==> config.mk <==
export PLATFORM = sky130hd
export DESIGN_NAME = vol_adjust
export DESIGN_NICKNAME = d
export VERILOG_FILES = /design/src/rtl/vol_pkg.sv /design/src/rtl/btn_debounce.sv /design/src/rtl/vol_adjust.sv
export SDC_FILE = /design/constraint.sdc
export NUM_CORES = 1
export LEC_CHECK = 0
export CAP_MARGIN = 20
export CORE_ASPECT_RATIO = 1.1
export CORE_UTILIZATION = 30
export CTS_BUF_LIST = sky130_fd_sc_hd__clkbuf_8
export DETAILED_ROUTE_END_ITERATION = 10
export HOLD_SLACK_MARGIN = 0.12
export PLACE_DENSITY = 0.54
export SETUP_SLACK_MARGIN = 0.2
export SYNTH_ARGS = -nofsm -noshare
export SYNTH_HDL_FRONTEND = slang
export SYNTH_HIERARCHICAL = 1
export SYNTH_SLANG_ARGS = --single-unit
==> constraint.sdc <==
create_clock -name CLK -period 4.5 [get_ports CLK]
set_clock_uncertainty 0.05 [all_clocks]
set_input_delay 0.9 -clock CLK [delete_from_list [all_inputs] [get_ports CLK]]
set_output_delay 0.9 -clock CLK [all_outputs]
set_load 0.05 [all_outputs]
==> src/rtl/vol_pkg.sv <==
`default_nettype none
// ============================================================================
//  Module      : vol_pkg
//  Description : Shared constants, types and helpers for the volume control
//                block: attenuation level width/range, the SCI_VOL step and
//                the handshake FSM state encoding.
//  Revision    : 1.0  initial release
// ============================================================================
package vol_pkg;

    localparam int              LEVEL_W   = 4;
    localparam logic [3:0]      MAX_LEVEL = 4'd15;
    // One attenuation step moves both channel bytes of SCI_VOL by 0x10.
    localparam logic [15:0]     VOL_STEP  = 16'h1010;

    typedef logic [LEVEL_W-1:0] level_t;

    typedef enum logic [0:0] {
        ST_IDLE = 1'b0,
        ST_PEND = 1'b1
    } hs_state_t;

    // L * 0x1010 == {L,4'h0,L,4'h0}: left and right channels equal.
    function automatic logic [15:0] level_to_vol(input level_t l);
        return VOL_STEP * {{(16-LEVEL_W){1'b0}}, l};
    endfunction

endpackage
`default_nettype wire

==> src/rtl/btn_debounce.sv <==
`default_nettype none
// ============================================================================
//  Module      : btn_debounce
//  Description : One push button: 2-flop synchronizer, stability debounce and
//                step-event generation (press edge, hold delay, auto-repeat).
//  Revision    : 1.0  initial release
//
//  Ports
//    clk      in   clock, rising edge
//    rst_n    in   asynchronous active-low reset
//    btn_raw  in   raw asynchronous button, active-high
//    clr      in   suppress steps and clear the repeat timer
//    level    out  debounced button level
//    step     out  single-cycle step event
// ============================================================================
module btn_debounce #(
    parameter int DEB_CYC  = 250000,
    parameter int HOLD_CYC = 6250000,
    parameter int REP_CYC  = 2500000
) (
    input  logic clk,
    input  logic rst_n,
    input  logic btn_raw,
    input  logic clr,
    output logic level,
    output logic step
);

    localparam int MAX_A   = (DEB_CYC > HOLD_CYC) ? DEB_CYC : HOLD_CYC;
    localparam int MAX_CYC = (MAX_A > REP_CYC) ? MAX_A : REP_CYC;
    localparam int CNT_W   = $clog2(MAX_CYC + 1);

    logic             sync1_q, sync1_d;
    logic             sync2_q, sync2_d;
    logic             deb_q, deb_d;
    logic             prev_q, prev_d;
    logic [CNT_W-1:0] deb_cnt_q, deb_cnt_d;
    logic [CNT_W-1:0] rep_cnt_q, rep_cnt_d;
    logic             rep_phase_q, rep_phase_d;
    logic [CNT_W-1:0] rep_target;
    logic             rise;

    always_comb begin
        sync1_d = btn_raw;
        sync2_d = sync1_q;

        // Any cycle where the synchronized level agrees restarts the count.
        deb_d     = deb_q;
        deb_cnt_d = '0;
        if (sync2_q != deb_q) begin
            if (deb_cnt_q == CNT_W'(DEB_CYC - 1)) begin
                deb_d = sync2_q;
            end else begin
                deb_cnt_d = deb_cnt_q + 1'b1;
            end
        end

        prev_d = deb_q;
        rise   = deb_q & ~prev_q;

        // rep_cnt_q counts cycles since the last step; zero means disarmed,
        // so a clear while held stops repeats until the next press.
        rep_target  = rep_phase_q ? CNT_W'(REP_CYC) : CNT_W'(HOLD_CYC);
        step        = 1'b0;
        rep_cnt_d   = rep_cnt_q;
        rep_phase_d = rep_phase_q;
        if (!deb_q || clr) begin
            rep_cnt_d   = '0;
            rep_phase_d = 1'b0;
        end else if (rise) begin
            step        = 1'b1;
            rep_cnt_d   = CNT_W'(1);
            rep_phase_d = 1'b0;
        end else if (rep_cnt_q != '0) begin
            if (rep_cnt_q == rep_target) begin
                step        = 1'b1;
                rep_cnt_d   = CNT_W'(1);
                rep_phase_d = 1'b1;
            end else begin
                rep_cnt_d = rep_cnt_q + 1'b1;
            end
        end
    end

    always_ff @(posedge clk or negedge rst_n) begin
        if (!rst_n) begin
            sync1_q     <= 1'b0;
            sync2_q     <= 1'b0;
            deb_q       <= 1'b0;
            prev_q      <= 1'b0;
            deb_cnt_q   <= '0;
            rep_cnt_q   <= '0;
            rep_phase_q <= 1'b0;
        end else begin
            sync1_q     <= sync1_d;
            sync2_q     <= sync2_d;
            deb_q       <= deb_d;
            prev_q      <= prev_d;
            deb_cnt_q   <= deb_cnt_d;
            rep_cnt_q   <= rep_cnt_d;
            rep_phase_q <= rep_phase_d;
        end
    end

    assign level = deb_q;

endmodule
`default_nettype wire

==> src/rtl/vol_adjust.sv <==
`default_nettype none
// ============================================================================
//  Module      : vol_adjust
//  Description : Two-button volume control for a VS1003. Keeps a 4-bit
//                attenuation level, presents it as an SCI_VOL word and
//                requests an SCI write whenever the level changes.
//  Revision    : 1.0  initial release
//
//  Ports
//    CLK       in   clock, rising edge
//    RSTn      in   asynchronous active-low reset
//    btn_up    in   raw button, louder (level - 1)
//    btn_down  in   raw button, quieter (level + 1)
//    vol       out  SCI_VOL word {L,4'h0,L,4'h0}
//    vol_req   out  write request, held until acknowledged
//    vol_ack   in   single-cycle acknowledge from the SCI writer
// ============================================================================
module vol_adjust
    import vol_pkg::*;
#(
    parameter int DEB_CYC    = 250000,
    parameter int HOLD_CYC   = 6250000,
    parameter int REP_CYC    = 2500000,
    parameter int INIT_LEVEL = 4
) (
    input  logic        CLK,
    input  logic        RSTn,
    input  logic        btn_up,
    input  logic        btn_down,
    output logic [15:0] vol,
    output logic        vol_req,
    input  logic        vol_ack
);

    localparam level_t INIT_L = level_t'(INIT_LEVEL);

    logic        up_level, down_level;
    logic        up_step, down_step;
    logic        both_held;
    level_t      level_q, level_d;
    logic [15:0] vol_q, vol_d;
    hs_state_t   state_q, state_d;

    assign both_held = up_level & down_level;

    btn_debounce #(
        .DEB_CYC (DEB_CYC),
        .HOLD_CYC(HOLD_CYC),
        .REP_CYC (REP_CYC)
    ) u_up (
        .clk    (CLK),
        .rst_n  (RSTn),
        .btn_raw(btn_up),
        .clr    (both_held),
        .level  (up_level),
        .step   (up_step)
    );

    btn_debounce #(
        .DEB_CYC (DEB_CYC),
        .HOLD_CYC(HOLD_CYC),
        .REP_CYC (REP_CYC)
    ) u_down (
        .clk    (CLK),
        .rst_n  (RSTn),
        .btn_raw(btn_down),
        .clr    (both_held),
        .level  (down_level),
        .step   (down_step)
    );

    always_comb begin
        level_d = level_q;
        if (up_step && !down_step) begin
            if (level_q != '0) level_d = level_q - 4'd1;
        end else if (down_step && !up_step) begin
            if (level_q != MAX_LEVEL) level_d = level_q + 4'd1;
        end

        vol_d = level_to_vol(level_d);

        // A saturated step leaves level_d == level_q and raises nothing;
        // a real change always (re)enters PEND, even alongside an ack.
        state_d = state_q;
        if (level_d != level_q) begin
            state_d = ST_PEND;
        end else if (state_q == ST_PEND && vol_ack) begin
            state_d = ST_IDLE;
        end
    end

    always_ff @(posedge CLK or negedge RSTn) begin
        if (!RSTn) begin
            level_q <= INIT_L;
            vol_q   <= level_to_vol(INIT_L);
            state_q <= ST_PEND;
        end else begin
            level_q <= level_d;
            vol_q   <= vol_d;
            state_q <= state_d;
        end
    end

    assign vol     = vol_q;
    assign vol_req = (state_q == ST_PEND);

endmodule
`default_nettype wire

==> flow_metrics.py, run 1 <==
metrics = {
    "floorplanning": {
        "rows": 53,
        "core-area_um2": 19300,
        "die_h_um": 150,
        "start_util": 0.310,
        "ios": 22,
        "dieArea_um2": 20500,
        "die_w_um": 137,
    },
    "timing": {
        "fin_ws_ns": 1.64,
        "setup-violations-final": 0,
        "final.min_clock_period_ns": 2.86,
        "fin_crit_sh": 0.635,
        "hold_viol": 0,
        "rsz0062_at_grt": "false",
        "setup-tns-final_ns": 0,
        "maxSlewHeadroom": 0.421,
        "fmax_mhz": 350,
        "tightest_slew_ns": 0.866,
        "hold-worst-slack_ns": 0.307,
        "drv_slew": 0,
    },
    "route": {
        "drt_wl_total_um": 12600,
        "vias_per_cell": 5.35,
        "drt_iter0_markers": 189,
        "postRouteAntennaNets": 0,
        "num_vias": 4673,
        "drc": 0,
        "first_pass_iters": 4,
        "wl_per_cell_um": 14.5,
    },
    "grt": {
        "grt_pass1_vias": 4594,
        "antenna_found_initial": 0,
        "grt.overflow.total": 0,
        "grt_util_all_layers": 0.132,
        "grt_pass1_wl_um": 21800,
        "grt_start_max_net_pins": 47,
    },
    "power_and_ir_drop": {
        "leakagePower_nw": 2.40,
        "swShare": 0.226,
        "power_density_nw_per_um2": 260,
        "total_power_mw": 1.68,
        "power.switching_mw": 0.379,
        "intPower_mw": 1.30,
        "ir_worst_vdd_uv": 148,
        "clockPowerShare": 0.389,
        "p_comb_frac": 0.032,
        "seqPwrFrac": 0.579,
    },
    "final_layout": {
        "syn_to_final_growth_pct": 8.03,
        "fin_nets": 635,
        "multiInputGateArea_um2": 2990,
        "drive_gt1_frac": 0.0927,
        "n_fill_cell": 1937,
        "final_cell_mix": "dfrtp_1 (105), nand2_1 (41), nor2_1 (39)",
        "regArea_um2": 2680,
        "insertedDiodeCount": 0,
        "final_common_cell": "dfrtp_1",
    },
    "worst_setup_path": {
        "required_ns": 3.55,
        "start_kind": "register",
        "cp_data_arrival_time_ns": 1.91,
        "slowest_delay_ns": 0.85,
        "rr_worst_depth": 8,
        "crit_path_end_kind": "output pin",
        "critPathBufInv": 1,
        "ff2ff_setup_slack_ns": 1.81,
        "r2r-end": "vol[7]",
        "critical_path_class": "register to output pin",
        "critPathTopFamily": "buffers and inverters",
        "worstPathCellList": "clkdlybuf4s50_1",
        "critPathSlowestCell": "clkdlybuf4s50_1",
        "r2r_start": "u_up/rep_cnt_q[14]",
        "worst-path-max-fanout": 11,
    },
    "clock_network": {
        "htree_num_levels": 3,
        "clock-root-buffer": "clkbuf_8",
        "clock_sinks": 107,
        "holdBufCountCts": 0,
        "clk_pin_slew_worst_paths_ns": 0.10,
        "cts-resized-gates": 0,
        "cts_buffers": 9,
        "cts_tree": "built",
        "post_cts_buffers": 0,
        "cts.path.max_buffers": 2,
        "clk_latency_ns": 0.37,
    },
    "logic_synthesis": {
        "synth_top_family_by_area": "simple AND/OR/NAND/NOR gates",
        "synth_cell_types": 72,
        "avgSynthCellArea_um2": 9.56,
        "yosys_warnings": 6,
        "yosysSeqAreaShare": 0.448,
        "syn_inst": 626,
        "ys_ff_latch": 107,
        "netlist_area_um2": 5980,
        "synth.area.mux_share": 0.00544,
        "yosys.area_share.simple": 0.272,
        "synth_xor_area_frac": 0.0732,
        "synth_ff_type": "dfrtp_1",
        "synth_compound_area_frac": 0.125,
        "synth-edff-count": 0,
        "synth_fa_ha_area_frac": 0.0184,
        "ys_async_sr_fraction": 1.00,
    },
    "hold_path": {
        "whs_endpoint": "u_down/sync2_q",
        "min_from": "u_down/sync1_q",
        "min_path_cells": 0,
        "min_path_type": "register to register",
    },
    "status": {
        "status": "complete, no violations",
    },
    "placement": {
        "post-dp-hpwl_um": 8660,
        "io_buffers": 13,
        "place_congestion": 0.843,
        "dp_slack_ns": 1.83,
    },
    "flow_run": {
        "drv_cap": 0,
    },
}
## state kept, by name, summed over array words and instances (netlist names)
register,flops
u_down/deb_cnt_q,23
u_down/rep_cnt_q,23
u_up/deb_cnt_q,23
u_up/rep_cnt_q,23
level_q,3
u_down/level,1
u_down/prev_q,1
u_down/rep_phase_q,1
u_down/sync1_q,1
u_down/sync2_q,1
u_up/level,1
u_up/prev_q,1
u_up/rep_phase_q,1
u_up/sync1_q,1
u_up/sync2_q,1
vol,1
vol_req,1
## per-stage QoR
step	instance area, um^2	instances	utilization
floorplan	6010	633	-
global placement	6250	858	0.324
detailed placement	6250	858	0.324
CTS	6460	873	0.335
global route	6460	873	0.335
finish	6460	873	0.335
## metal layers
layer	vias to the layer above	track usage	routed length [um]
li1	2272	-	-
met2	55	0.220	6030
met5	-	0	0
met1	2336	0.172	6180
met3	10	0.0185	241
met4	0	0.0489	178
## power groups by stage
stage | registers [mW] | clock network, mW | logic, mW
2_1_floorplan | 0.990 | 0 | 0.0325
3_3_place_gp | 0.991 | 0 | 0.0556
3_5_place_dp | 0.991 | 0 | 0.0566
4_1_cts | 0.973 | 0.676 | 0.0568
5_1_grt | 0.974 | 0.711 | 0.0632
6_report | 0.973 | 0.653 | 0.0543
## kinds of logic after synthesis
logic type,Yosys count
XOR/XNOR,50
AND/OR/NAND/NOR,283
flip-flops,107
adder cells (fa/ha/maj),9
AO/OA/AOI/OAI,106
other,1
buffers and inverters,67
multiplexers,3
## how the worst max path moves through the flow
stage	start	end	slack, ns	cells after the start
CTS	level_q[2]	vol[6]	1.62	1
global route	level_q[2]	vol[6]	1.56	1
floorplan	u_up/rep_cnt_q[14]	vol[7]	1.71	9
global placement	u_up/rep_cnt_q[14]	vol[7]	1.86	8
detailed placement	u_up/rep_cnt_q[14]	vol[7]	1.83	8
finish	level_q[2]	vol[6]	1.64	1
## cell usage after synthesis, types with 3 or more instances
library cell | n | share of area
nor2_1 | 39 | 0.024
buf_2 | 5 | 0.0042
dfrtp_1 | 105 | 0.44
a21oi_1 | 17 | 0.014
buf_4 | 14 | 0.018
nor3_1 | 30 | 0.025
o31ai_1 | 9 | 0.011
xnor2_1 | 26 | 0.038
inv_1 | 25 | 0.016
nor4_1 | 19 | 0.020
and3_1 | 9 | 0.0094
xor2_1 | 24 | 0.035
and4_1 | 8 | 0.012
a211oi_1 | 17 | 0.021
or3b_2 | 3 | 0.0044
ha_1 | 8 | 0.017
o21ai_1 | 3 | 0.0025
or3_1 | 27 | 0.028
a211oi_2 | 4 | 0.0084
buf_6 | 4 | 0.0075
nand3_2 | 3 | 0.0050
nor4b_1 | 3 | 0.0044
nand3_1 | 31 | 0.026
o211ai_1 | 3 | 0.0038
and2_1 | 4 | 0.0042
nand4_1 | 22 | 0.023
nand2_1 | 41 | 0.026
clkbuf_1 | 18 | 0.011
nand2b_1 | 5 | 0.0052
o21ai_0 | 27 | 0.023
nor2b_1 | 4 | 0.0042
or4_1 | 14 | 0.018
or4_4 | 3 | 0.0056
## layout make-up
| cell class | instances | area share |
|---|---|---|
| clock buffer | 10 | 0.0213 |
| tap | 247 | 0.0478 |
| multi-input combinational | 459 | 0.462 |
| sequential | 107 | 0.415 |
| timing repair buffer | 19 | 0.0267 |
| inverter | 26 | 0.0151 |
| clock inverter | 5 | 0.0120 |
(Power assumes the default switching activity.)
==> run 2, diff against run 1 <==
==> constraint.sdc (replaced) <==
create_clock -name CLK -period 2.88 [get_ports CLK]
set_clock_uncertainty 0.05 [all_clocks]
set_input_delay 0.576 -clock CLK [delete_from_list [all_inputs] [get_ports CLK]]
set_output_delay 0.576 -clock CLK [all_outputs]
set_load 0.05 [all_outputs]
==> flow_metrics.py, run 2 (synthesis results as in run 1) <==
metrics = {
    "timing": {
        "rsz0062_at_grt": "false",
        "final.min_clock_period_ns": 2.56,
        "tightest_slew_ns": 0.864,
        "fin_crit_sh": 0.888,
        "setup-violations-final": 0,
        "maxSlewHeadroom": 0.423,
        "drv_slew": 0,
        "setup-tns-final_ns": 0,
        "fmax_mhz": 391,
        "hold_viol": 0,
    },
    "worst_setup_path": {
        "r2r-end": "vol[7]",
        "required_ns": 3.14,
        "critical_path_class": "register to register",
        "r2r_start": "u_up/rep_cnt_q[14]",
        "start_kind": "register",
        "ff2ff_setup_slack_ns": 0.32,
        "worst-path-max-fanout": 8,
        "crit_path_end_kind": "register",
        "cp_data_arrival_time_ns": 2.82,
        "rr_worst_depth": 8,
    },
    "floorplanning": {
        "ios": 22,
        "core-area_um2": 19300,
        "dieArea_um2": 20500,
        "rows": 53,
        "start_util": 0.310,
        "die_w_um": 137,
        "die_h_um": 150,
    },
    "grt": {
        "antenna_found_initial": 0,
        "grt_start_max_net_pins": 43,
        "grt.overflow.total": 0,
        "grt_util_all_layers": 0.130,
        "grt_pass1_wl_um": 21500,
        "grt_pass1_vias": 4570,
    },
    "clock_network": {
        "clk_pin_slew_worst_paths_ns": 0.11,
        "holdBufCountCts": 0,
        "cts_tree": "built",
        "clock-root-buffer": "clkbuf_8",
        "htree_num_levels": 3,
        "clk_latency_ns": 0.38,
        "clock_sinks": 107,
        "cts_buffers": 9,
        "cts.path.max_buffers": 2,
    },
    "power_and_ir_drop": {
        "leakagePower_nw": 2.41,
        "total_power_mw": 2.64,
        "power_density_nw_per_um2": 407,
        "ir_worst_vdd_uv": 207,
    },
    "route": {
        "wl_per_cell_um": 14.0,
        "first_pass_iters": 4,
        "vias_per_cell": 5.29,
        "drt_iter0_markers": 205,
        "num_vias": 4633,
        "drt_wl_total_um": 12200,
        "postRouteAntennaNets": 0,
        "drc": 0,
    },
    "flow_run": {
        "drv_cap": 0,
    },
    "final_layout": {
        "final_common_cell": "dfrtp_1",
        "insertedDiodeCount": 0,
        "final_cell_mix": "dfrtp_1 (104), nand2_1 (41), nor2_1 (39)",
        "syn_to_final_growth_pct": 8.62,
        "fin_nets": 637,
        "drive_gt1_frac": 0.102,
    },
    "placement": {
        "io_buffers": 13,
        "post-dp-hpwl_um": 8350,
        "place_congestion": 0.828,
    },
    "status": {
        "status": "complete, no violations",
    },
    "hold_path": {
        "min_path_type": "input port to async pin",
    },
}
-- run 2: metal layers --
metal / vias to the layer above / wire length, um / GRT usage
met4: 0 / 142 / 0.0411
met1: 2301 / 5860 / 0.168
met2: 48 / 5900 / 0.215
met5: - / 0 / 0
li1: 2272 / - / -
met3: 12 / 322 / 0.0273
-- run 2: metrics by stage --
step | cell area, um^2 | worst slack, ns | instances | util | hold slack, ns
2_1_floorplan | 6010 | 0.174 | 633 | - | 0.230
3_3_place_gp | 6280 | 0.290 | 860 | 0.325 | 0.290
3_5_place_dp | 6280 | 0.258 | 860 | 0.325 | 0.294
4_1_cts | 6490 | 0.260 | 875 | 0.337 | 0.147
5_1_grt | 6500 | 0.249 | 875 | 0.337 | 0.176
6_report | 6500 | 0.322 | 875 | 0.337 | 0.143
-- run 2: final cells by class --
type	instances	area [um^2]
fill	1952	12800
multi-input combinational	459	2990
sequential	107	2680
tap	247	309
timing repair buffer	21	200
clock buffer	9	124
inverter	26	97.6
clock inverter	6	93.8
-- run 2: power by group --
group	internal [mW]	leakage, nW	switching (mW)
Combinational	0.0184	0.823	0.0696
Sequential	1.51	1.47	0.00875
Clock	0.496	0.112	0.540
Total	2.03	2.41	0.618
-- run 2: timing repair --
item / 4_1_cts / 5_1_grt
buffers inserted: 0 / 0
gates resized for setup: 0 / 3
setup endpoints to repair: 0 / 2
-- run 2: worst max-delay path by stage --
stage | end | slack, ns | start | cells after the start
CTS | vol[7] | 0.26 | u_up/rep_cnt_q[14] | 8
detailed placement | vol[7] | 0.26 | u_up/rep_cnt_q[14] | 8
global placement | vol[7] | 0.29 | u_up/rep_cnt_q[14] | 8
finish | vol[7] | 0.32 | u_up/rep_cnt_q[14] | 8
floorplan | vol[7] | 0.17 | u_up/rep_cnt_q[14] | 9
global route | vol[7] | 0.25 | u_up/rep_cnt_q[14] | 8
-- run 2: worst max-delay path: stages, from the launching register on --
cell and delay, ns:
dfrtp_2 0.46, or4_4 0.54, nor4_1 0.23, o2111a_2 0.24, o21a_2 0.17, inv_2 0.06
a211o_4 0.29, or3_1 0.35, o211ai_1 0.09
==> edit 1 (config.mk and constraints of run 1) <==
`HOLD_CYC` is set to 6250000 in 2 places; all go to 12500000.
--- a/src/rtl/btn_debounce.sv
+++ b/src/rtl/btn_debounce.sv
@@ -15,7 +15,7 @@
 // ============================================================================
 module btn_debounce #(
     parameter int DEB_CYC  = 250000,
-    parameter int HOLD_CYC = 6250000,
+    parameter int HOLD_CYC = 12500000,
     parameter int REP_CYC  = 2500000
 ) (
     input  logic clk,
--- a/src/rtl/vol_adjust.sv
+++ b/src/rtl/vol_adjust.sv
@@ -19,7 +19,7 @@
     import vol_pkg::*;
 #(
     parameter int DEB_CYC    = 250000,
-    parameter int HOLD_CYC   = 6250000,
+    parameter int HOLD_CYC   = 12500000,
     parameter int REP_CYC    = 2500000,
     parameter int INIT_LEVEL = 4
 ) (
Check against the original RTL: same outputs for any inputs over 10 cycles, from zero or initial values and one cycle with RSTn low; that may be too few to reach the edited logic, so the function may still have changed.
==> edit 1 against run 1 <==
  * The flow now finishes with violations (DRC)
  * Combinational power is 3% higher
  * Power about the same
  * Sequential cell count increased by 4
  * First-iteration DRC count grew 36%
  * Via count rose by 3.0%
  * Area after synthesis increased by 2.8%
  * Wire length increased by 3.0%
  * Worst setup slack worse by 0.0022 ns
  * Design area increased by 2.5%
  * Critical endpoint is now level_q[1]$_DFF_PN0_
==> edit 1: results <==
<?xml version="1.0" encoding="UTF-8"?>
<metrics>
  <group name="run_status">
    <metric name="outcome" unit="">complete, but fails checks</metric>
    <metric name="violations_in_the_final_reports" unit="">DRC</metric>
  </group>
  <group name="logic_synthesis">
    <metric name="synth_area_per_inst" unit="µm²">9.67</metric>
    <metric name="synth_adder_area_share" unit="">0.0179</metric>
    <metric name="synthXorXnorAreaFrac" unit="">0.0726</metric>
    <metric name="multiplexer_area_fraction_after_synthesis" unit="">0.00529</metric>
    <metric name="ys_top_cells_by_count" unit="">dfrtp_1, nor2_1, nand2_1</metric>
    <metric name="synth_area_leaders" unit="">dfrtp_1, xor2_1, nand4_1, xnor2_1, or3_1</metric>
    <metric name="synth_area_in_compound_gates" unit="">0.130</metric>
    <metric name="count_of_distinct_cell_types_in_the_synthesized_netlist" unit="">66</metric>
  </group>
  <group name="pwr">
    <metric name="total_sequential_power" unit="µW">1010</metric>
    <metric name="internal_power_of_the_cells" unit="µW">1300</metric>
    <metric name="power-per-cell-area" unit="nW/µm²">253</metric>
  </group>
  <group name="finish">
    <metric name="finalNetCount" unit="">646</metric>
  </group>
  <group name="place">
    <metric name="place_inst" unit="">874</metric>
    <metric name="place_area" unit="µm²">6420</metric>
  </group>
  <group name="worst_setup_path">
    <metric name="setup.reg_to_reg.worst_slack" unit="ns">1.64</metric>
    <metric name="startpoint_to_endpoint_class_of_the_critical_path" unit="">flip-flop to flip-flop</metric>
    <metric name="largest_incremental_delay_on_the_critical_path" unit="ns">0.56</metric>
    <metric name="crit_path_arrival_time" unit="ns">3.08</metric>
  </group>
  <group name="drt">
    <metric name="dr.pass1.iters" unit="">7</metric>
    <metric name="vias_per_cell" unit="">5.41</metric>
    <metric name="post-route-drc-count" unit="">2</metric>
    <metric name="drt-initial-drc-count" unit="">257</metric>
    <metric name="route.vias.total" unit="">4811</metric>
  </group>
  <group name="grt">
    <metric name="grt_pass1_wl" unit="µm">22800</metric>
    <metric name="grt_util_met3" unit="">0.0179</metric>
    <metric name="grt_start_max_net_pins" unit="">73</metric>
  </group>
</metrics>
[edit 1: changes by cell type after synthesis, sizes merged, moves of 4 or more]
cell   change
a21oi      +4
nand4     +12
dfrtp      +4
and4       +4
inv        -6
o31ai      +4
[edit 1: worst min path at each step]
stage	endpoint	depth (start not counted)
floorplan	u_down/sync2_q$_DFF_PN0_	0
global placement	u_down/sync2_q$_DFF_PN0_	0
detailed placement	u_down/sync2_q$_DFF_PN0_	0
CTS	u_down/sync2_q$_DFF_PN0_	0
global route	u_down/sync2_q$_DFF_PN0_	0
finish	u_down/sync2_q$_DFF_PN0_	0
[edit 1: layout make-up]
type | instances | share of cell area
clock buffers | 11 | 0.0229
flip-flops and latches | 111 | 0.420
repair buffers | 19 | 0.0261
well taps | 252 | 0.0476
clock inverters | 4 | 0.00699
inverters | 20 | 0.0113
multi-input cells | 472 | 0.465
==> edit 2 (config.mk and constraints of run 1) <==
Without the edit above. Register the inputs `btn_up` and `btn_down` before use, without a reset. The logic sees them one clock later. The other inputs are not delayed to match.
--- a/src/rtl/vol_adjust.sv
+++ b/src/rtl/vol_adjust.sv
@@ -34,6 +34,14 @@
 
     localparam level_t INIT_L = level_t'(INIT_LEVEL);
 
+    logic btn_up_q;
+    logic btn_down_q;
+
+    always_ff @(posedge CLK) begin
+        btn_up_q   <= btn_up;
+        btn_down_q <= btn_down;
+    end
+
     logic        up_level, down_level;
     logic        up_step, down_step;
     logic        both_held;
@@ -50,7 +58,7 @@
     ) u_up (
         .clk    (CLK),
         .rst_n  (RSTn),
-        .btn_raw(btn_up),
+        .btn_raw(btn_up_q),
         .clr    (both_held),
         .level  (up_level),
         .step   (up_step)
@@ -63,7 +71,7 @@
     ) u_down (
         .clk    (CLK),
         .rst_n  (RSTn),
-        .btn_raw(btn_down),
+        .btn_raw(btn_down_q),
         .clr    (both_held),
         .level  (down_level),
         .step   (down_step)
Check against the original RTL: same outputs for any inputs over 10 cycles, from zero or initial values and one cycle with RSTn low; that may be too few to reach the edited logic, so the function may still have changed.
==> edit 2 against run 1 <==
  * Sequential share of layout area increased by 0.57 points
  * Critical endpoint is now vol[14]
  * Utilization fell by 0.076 points
  * Worst setup slack gained 0.011 ns
  * Design area rose by 0.12%
  * Power down 3.6%
  * Sequential power increased by 2%
  * Wire length increased by 1.1%
  * Sequential cell count grew 2
  * Critical path type unchanged
  * Combinational power hardly changed
  * Non-clock buffer count unchanged
  * Die area is 0.66% higher
  * Area after synthesis grew 0.67%
==> edit 2: results <==
<?xml version="1.0" encoding="UTF-8"?>
<metrics>
  <group name="run_status">
    <metric name="outcome" unit="">completed</metric>
  </group>
  <group name="drt">
    <metric name="metal2_wl" unit="µm">5930</metric>
    <metric name="drt-initial-drc-count" unit="">314</metric>
    <metric name="met1_length" unit="µm">6300</metric>
    <metric name="route.met3.wl" unit="µm">280</metric>
    <metric name="routed_wirelength" unit="µm">12800</metric>
  </group>
  <group name="place">
    <metric name="gp_congestion" unit="">0.844</metric>
    <metric name="post-dp-hpwl" unit="µm">8770</metric>
  </group>
  <group name="finish">
    <metric name="finalNetCount" unit="">637</metric>
    <metric name="sh_seq_area" unit="">0.420</metric>
    <metric name="final_layout_size_suffix_gt1_frac" unit="">0.0938</metric>
    <metric name="n_fill_cell" unit="">1980</metric>
    <metric name="final-nonclk-buf-share" unit="">0.0267</metric>
    <metric name="clkCellAreaFrac" unit="">0.0282</metric>
    <metric name="proportion_of_cell_area_occupied_by_multi_input_gates" unit="">0.462</metric>
  </group>
  <group name="clock_network">
    <metric name="clock_latency" unit="ns">0.39</metric>
    <metric name="max-clock-path-buffers" unit="">2</metric>
  </group>
  <group name="logic_synthesis">
    <metric name="count_of_distinct_cell_types_in_the_synthesized_netlist" unit="">73</metric>
    <metric name="synth_area_in_compound_gates" unit="">0.124</metric>
    <metric name="synth_async_sr_flop_share" unit="">0.982</metric>
    <metric name="multiplexer_area_fraction_after_synthesis" unit="">0.00540</metric>
    <metric name="synth_area_leaders" unit="">dfrtp_1, xnor2_1, xor2_1, or3_1, nand3_1</metric>
    <metric name="register_area_share_after_synthesis" unit="">0.452</metric>
    <metric name="synth_adder_area_share" unit="">0.0183</metric>
  </group>
  <group name="worst_hold_path">
    <metric name="timing.hold.worst_endpoint" unit="">u_up/sync1_q$_DFF_PN0_</metric>
    <metric name="hold_path.startpoint" unit="">btn_up_q$_DFF_P_</metric>
  </group>
  <group name="grt">
    <metric name="via_count_of_the_first_global_routing_pass" unit="">4514</metric>
    <metric name="grt_start_max_net_pins" unit="">50</metric>
    <metric name="grt_pass1_wl" unit="µm">22100</metric>
    <metric name="grt_usage" unit="">0.134</metric>
    <metric name="grt_use_met2" unit="">0.212</metric>
    <metric name="grtUsageMet1" unit="">0.181</metric>
  </group>
  <group name="pwr">
    <metric name="static-leakage-power" unit="µW">0.00240</metric>
    <metric name="switching_share" unit="">0.249</metric>
    <metric name="maximum_vdd_ir_drop" unit="mV">0.144</metric>
  </group>
  <group name="worst_setup_path">
    <metric name="critical_path.endpoint" unit="">vol[14]</metric>
  </group>
</metrics>
-- edit 2: cell count changes after synthesis --
| cell | delta |
|---|---|
| dfxtp_1 | +2 |
-- edit 2: per-stage QoR --
stage / setup WS [ns] / area (µm²) / cells / total power (µW)
floorplan: 1.71 / 6050 / 635 / 1040
global placement: 1.90 / 6290 / 860 / 1070
detailed placement: 1.83 / 6290 / 860 / 1070
CTS: 1.62 / 6470 / 876 / 1650
global route: 1.56 / 6470 / 876 / 1690
finish: 1.66 / 6470 / 876 / 1620
-- edit 2: power groups by stage --
stage / sequential [µW] / clock, µW / combinational, µW
after CTS: 992 / 603 / 56.8
after detailed placement: 1010 / 0 / 56.7
final: 992 / 573 / 54.4
after global routing: 993 / 635 / 62.0
after floorplan: 1010 / 0 / 32.5
after global placement: 1010 / 0 / 55.1
